==> config.mk <==
export PLATFORM = sky130hd
export DESIGN_NAME = demux4_collector
export DESIGN_NICKNAME = d
export VERILOG_FILES = /design/src/rtl/demux4_collector.sv
export SDC_FILE = /design/constraint.sdc
export NUM_CORES = 1
export LEC_CHECK = 0
export ABC_AREA = 1
export BUFFER_PORTS_ARGS = -buffer_cell sky130_fd_sc_hd__buf_4
export CORE_MARGIN = 1
export CORE_UTILIZATION = 47
export CTS_CLUSTER_DIAMETER = 80
export DETAILED_ROUTE_END_ITERATION = 6
export HOLD_SLACK_MARGIN = 0.12
export PLACE_DENSITY = 0.67
export SLEW_MARGIN = 0
export SYNTH_ARGS = -nofsm -noshare
export SYNTH_HDL_FRONTEND = slang
export SYNTH_SLANG_ARGS = --single-unit
==> constraint.sdc <==
create_clock -name clk -period 3.9 [get_ports clk]
set_input_delay 0.78 -clock clk [delete_from_list [all_inputs] [get_ports clk]]
set_output_delay 0.78 -clock clk [all_outputs]
set_load 0.02 [all_outputs]
==> src/rtl/demux4_collector.sv <==
// ---------------------------------------------------------------------------
// demux4_collector
//
// Routes a serial bit stream to one of four channels selected by {m,s} and
// assembles WIDTH-bit words per channel. Each accepted beat also produces a
// one-cycle pulse on the selected channel's demux output. When a channel
// collects its WIDTH-th bit, the finished word is presented on a
// valid/ready output port together with the channel code.
//
// Channel code {m,s}: 00 -> b, 01 -> a, 10 -> c, 11 -> d (out_ch uses it too)
//
// Ports
//   clk        in   system clock, all state changes on rising edge
//   rst        in   synchronous active-high reset
//   din        in   serial data bit
//   m, s       in   channel select (upper, lower)
//   in_valid   in   din/m/s carry a beat this cycle
//   in_ready   out  beat can be accepted (low while a word is pending)
//   wa..wd     out  registered one-cycle demux pulses
//   out_valid  out  assembled word available
//   out_ready  in   consumer takes the word this cycle
//   out_data   out  assembled word, first received bit at the MSB
//   out_ch     out  channel code of out_data
// ---------------------------------------------------------------------------
module demux4_collector #(
    parameter int WIDTH = 4
) (
    input  logic             clk,
    input  logic             rst,
    input  logic             din,
    input  logic             m,
    input  logic             s,
    input  logic             in_valid,
    output logic             in_ready,
    output logic             wa,
    output logic             wb,
    output logic             wc,
    output logic             wd,
    output logic             out_valid,
    input  logic             out_ready,
    output logic [WIDTH-1:0] out_data,
    output logic [1:0]       out_ch
);

    localparam int CW = (WIDTH > 2) ? $clog2(WIDTH) : 1;
    localparam logic [CW-1:0] LAST = CW'(WIDTH - 1);

    // Per-channel state is indexed directly by the {m,s} code.
    logic [WIDTH-1:0] shreg [4];
    logic [CW-1:0]    cnt   [4];

    logic [1:0]       sel;
    logic             accept;
    logic [WIDTH-1:0] shifted;

    assign sel      = {m, s};
    // Only one word can be pending, so input is stalled while it is held.
    assign in_ready = ~out_valid;
    assign accept   = in_valid & in_ready;
    assign shifted  = {shreg[sel][WIDTH-2:0], din};

    always_ff @(posedge clk) begin
        if (rst) begin
            for (int i = 0; i < 4; i++) begin
                shreg[i] <= '0;
                cnt[i]   <= '0;
            end
            wa        <= 1'b0;
            wb        <= 1'b0;
            wc        <= 1'b0;
            wd        <= 1'b0;
            out_valid <= 1'b0;
            out_data  <= '0;
            out_ch    <= 2'b00;
        end else begin
            // Demux pulses default low so each beat gives a single-cycle pulse.
            wa <= accept & (sel == 2'b01) & din;
            wb <= accept & (sel == 2'b00) & din;
            wc <= accept & (sel == 2'b10) & din;
            wd <= accept & (sel == 2'b11) & din;

            if (out_valid && out_ready) begin
                out_valid <= 1'b0;
            end

            // A beat is never accepted while out_valid is high, so the
            // completion below cannot collide with the handshake above.
            if (accept) begin
                if (cnt[sel] == LAST) begin
                    out_data   <= shifted;
                    out_ch     <= sel;
                    out_valid  <= 1'b1;
                    shreg[sel] <= '0;
                    cnt[sel]   <= '0;
                end else begin
                    shreg[sel] <= shifted;
                    cnt[sel]   <= cnt[sel] + CW'(1);
                end
            end
        end
    end

endmodule

Word-level counts from Yosys, hierarchy flattened
Memories as Yosys holds them, arrays and structs flattened.
Index checks and enable logic that the tools add are counted.
Operators by class
  add/sub/neg operators: 1
  multipliers: 0
  div/mod/pow operators: 0
  order comparisons: 0
  equal/unequal tests: 4
  shifts and indexed selects: 0
  mux-type cells: 21
  bitwise gates (word level): 12
  reduce and logical (&&, ||, !) cells: 5
Operators by type and width (number)
  two-way mux 1 bit: 15
  bitwise AND 1 bit: 9
  two-way mux 2 bit: 4
  two-way mux 4 bit: 2
  equality test 2 bit (second input constant): 3
  OR reduction 4 bit: 1
  adder 2 x 1 -> 2 bit (second input constant): 1
  equality test 2 x 1 -> 1 bit (second input constant): 1
  zero test 2 bit: 1
  bitwise OR 1 bit: 2
  AND reduction 2 bit: 1
  OR reduction 2 bit: 1
  logical AND 1 bit: 1
  inverter 1 bit: 1
Word-level totals
  register bits after elaboration: 11
  latch bits: 0
  bits in writable memories: 24
  bits in read-only memories: 0
  input port bits: 7
  word-level logic and storage cells: 52
  memories: 2
Memories
  shreg: depth 4, bits a word 4, rd ports 1, clocked after memory_dff 0, wr ports 4, RTL line 49  | logic [WIDTH-1:0] shreg [4];
  cnt: depth 4, bits a word 2, rd ports 1, clocked after memory_dff 0, wr ports 4, RTL line 50  | logic [CW-1:0] cnt [4];

Longest topological paths before layout
An unclocked memory read counts as a cell.
  word-level depth: 9
  mapped depth: 11
  gate-level depth less buffers: 11

Least setup slack after synthesis
No wires, ideal clock.
  path kind: input -> register
  start: input port m
  end: register out_data[3]
  library setup time: 117 ps
  arrival: 2152 ps
  required time: 3783 ps
  path slack: 1630 ps
  stages: 10
  path buffers: 1
  path through: buf_2 > nor2_1 > a22oi_1 > nand3_1 > ha_1 > inv_1 > nor2_1 > nand2_1 > nor2_1 > nor2_1
Between the ends
  cells in the longest elaborated chain, start to end: 3
  elaborated cells between the ends (all ways): 4
RTL lines
  start: declaration: RTL line 31  | input logic m,
  memory (4 x 2 bit)
  equality test 2 bit: RTL line 89  | if (cnt[sel] == LAST) begin
  AND reduction 2 bit (no line)
  end signal: assignment: RTL line 90  | out_data <= shifted;
  end: declaration: RTL line 41  | output logic [WIDTH-1:0] out_data,
Several ways; a longest one is shown, not always the timed one.
A chain may end at the register's enable or synchronous reset.

Final worst setup path
  start: input port s
  end: register out_data[3]
Between the ends
  cells in the longest elaborated chain, start to end: 3
  elaborated cells between the ends (all ways): 4
RTL lines
  start: declaration: RTL line 32  | input logic s,
  memory (4 x 2 bit)
  equality test 2 bit: RTL line 89
  AND reduction 2 bit (no line)
Several ways; a longest one is shown, not always the timed one.

==> impl_metrics.yaml <==
synthesis:
  synth_top_cell_area_share: 0.4465
  synth_most_common_cell: "nand2_1"
  synthTopCellsByCount: "46 x nand2_1, 25 x nor2_1, 24 x inv_1"
  synth_seq_cells: 31
  ys_top_cells_by_area: "edfxtp_1 45%, dfxtp_1 16%, nand2_1 13%"
  ys_warn_count: 0
  synth_edf_count: 20
  yosys.area.top_type: "edfxtp_1"
  async_flop_share: 0
  postSynthCellCount: 156
  syn_area_per_cell_sq_um: 8.622
  synth_cell_type_count: 14
  synth_area_sq_um: 1345
  syn_nets: 164
  ys.flop_type: "edfxtp_1"
  yosysSeqAreaShare: 0.6102
cells_and_area:
  drive_gt1_frac: 0.1444
  diodes: 0
  fill_cells: 263
  syn_to_final_growth_pct: 15.91
  final_nets: 187
  stdcell_area_sq_um: 1559
power_and_ir_drop:
  p_leak_nw: 0.7674
  power_density_nw_per_um2: 388.3
  irDropWorstVdd_mv: 0.3403
  power_mw: 0.6054
setup_path:
  cp.required_ps: 4130
  critical_path_class: "in2reg"
  cp.arrival_ps: 2530
  cp-end-kind: "register"
  cp_max_fo: 13
  r2r_slack_ps: 2170
  cp-start-kind: "input pin"
global_routing:
  overflow: 0
  antenna_found_initial: 0
  grt_pass1_wl_um: 4416
  grt_max_degree: 14
  grt_pass1_vias: 995
  grtUsageTotal: 0.1929
die:
  ioPinCount: 19
  num_rows: 19
  start_util: 0.4920
  die-area_sq_um: 3080
  chipHeight_um: 55.50
  fp.dieW_um: 55.50
  coreArea_sq_um: 2734
timing:
  worst_slack_ps: 1601
  setup_viol: 0
  fin_crit_ps: 2299
  slew_headroom: 0.5355
  rsz0062_at_grt: "false"
  whs_ps: 535.0
  setup_tns_ps: 0
  period_share: 0.5895
  drv_slew: 0
  hold_viol_final: 0
  worst_slew_pin_slew_ps: 689.5
  fin_skew_ps: 5.202
  max_freq_mhz: 434.9
clock_network:
  clockBufferDepth: 2
  cts.hold.buffers_added: 0
  cts_buffers: 5
  tritoncts: "built"
  h-tree-depth: 2
  clock_latency_ps: 320
  cts_setup_buffers: 0
  cts_resized: 0
  cts.clk_slew.worst_paths_ps: 90
  ctsRootBufferMaster: "clkbuf_4"
  cts_num_sinks: 31
routing:
  top_layer: "met4"
  drt-total-wl_um: 2569
  routed-wl-met3_um: 142
  vias: 1046
  post_drt_wl_per_cell_um: 12.18
  met2WireLength_um: 1167
  post_drt_via_cell_ratio: 4.957
  drt-met1-wl_um: 1195
  drtIter0Drc: 33
  drc: 0
  detail-route-antenna-nets: 0
  drt_pass1_iterations: 4
place:
  placed_cell_area_sq_um: 1509
  port_buffers: 18
  hpwlAfterDp_um: 1965
  detailedPlace.worstSlack_ps: 1272
  gp_congestion: 0.8891
status:
  outcome: "finished clean"
hold_path:
  hp-class: "reg2reg"
job:
  cap_violations: 0
## metrics by stage
step	utilization	instances
2_1_floorplan	-	156
5_1_grt	0.5703	211
6_report	0.5703	211
3_3_place_gp	0.5519	203
4_1_cts	0.5703	211
3_5_place_dp	0.5519	203
## sequential cells by signal, summed over array words and instances (netlist names)
signal	flops
wb	1
wc	1
out_data	4
wa	1
out_ch	2
wd	1
out_valid	1
cnt	8
shreg	12
## logic make-up (layout without fill, tap and decap cells)
kind of cell	count (synthesis)	in the layout	synth area share
AOI/OAI and AO/OA	9	9	0.03534
adders and majority gates	1	1	0.009301
DFF	31	31	0.6102
and+or+nand+nor	89	89	0.2707
buffers and inverters	26	50	0.07442
## worst max-delay path, stage by stage
cell	delay [ps]
buf_4	160
inv_1	140
nor2_1	300
a22oi_1	120
nand3_1	100
ha_1	310
inv_1	70
nor2_1	300
nand2_1	90
nor2_1	110
nor2_1	40
## per-layer routing
layer  vias up  GRT usage
li1        540          -
met1       470     0.2512
met2        27     0.2857
met3         9    0.06792
met4         0    0.09643
met5         -          0
## layout by cell type (no fill, tap or decap), drive strengths merged
| cell type | count |
|---|---|
| clkinv | 1 |
| nor3 | 4 |
| dfxtp | 11 |
| buf | 18 |
| nor2 | 26 |
| nand3 | 12 |
| ha | 1 |
| or2 | 1 |
| nand2 | 46 |
| a21oi | 3 |
| a22oi | 1 |
| o21ai | 5 |
| clkbuf | 7 |
| inv | 24 |
| edfxtp | 20 |
## power breakdown
group          total, mW  internal (mW)  switching [mW]
Clock              0.170         0.0701           0.100
Combinational     0.0648         0.0206          0.0442
Sequential         0.371          0.365         0.00537
Total              0.605          0.456           0.149
## path summary, 6_finish.rpt
path / end / cells after the start / startpoint
worst max-delay path: out_data[3] / 11 / s
worst min register to register: out_ch[0] / 2 / out_ch[0]
worst max register to register: cnt[0][0] / 8 / cnt[3][0]
worst min-delay path: out_ch[0] / 2 / out_ch[0]
## cell type report
cell class,count,area [sq um],area share
tap,31,38.79,0.02488
timing repair buffer,18,135.1,0.08668
sequential,31,820.8,0.5265
inverter,24,90.09,0.05778
clock buffer,7,45.04,0.02889
multi-input combinational,99,424.2,0.2721
clock inverter,1,5.005,0.003210
(Power assumes the default switching activity.)
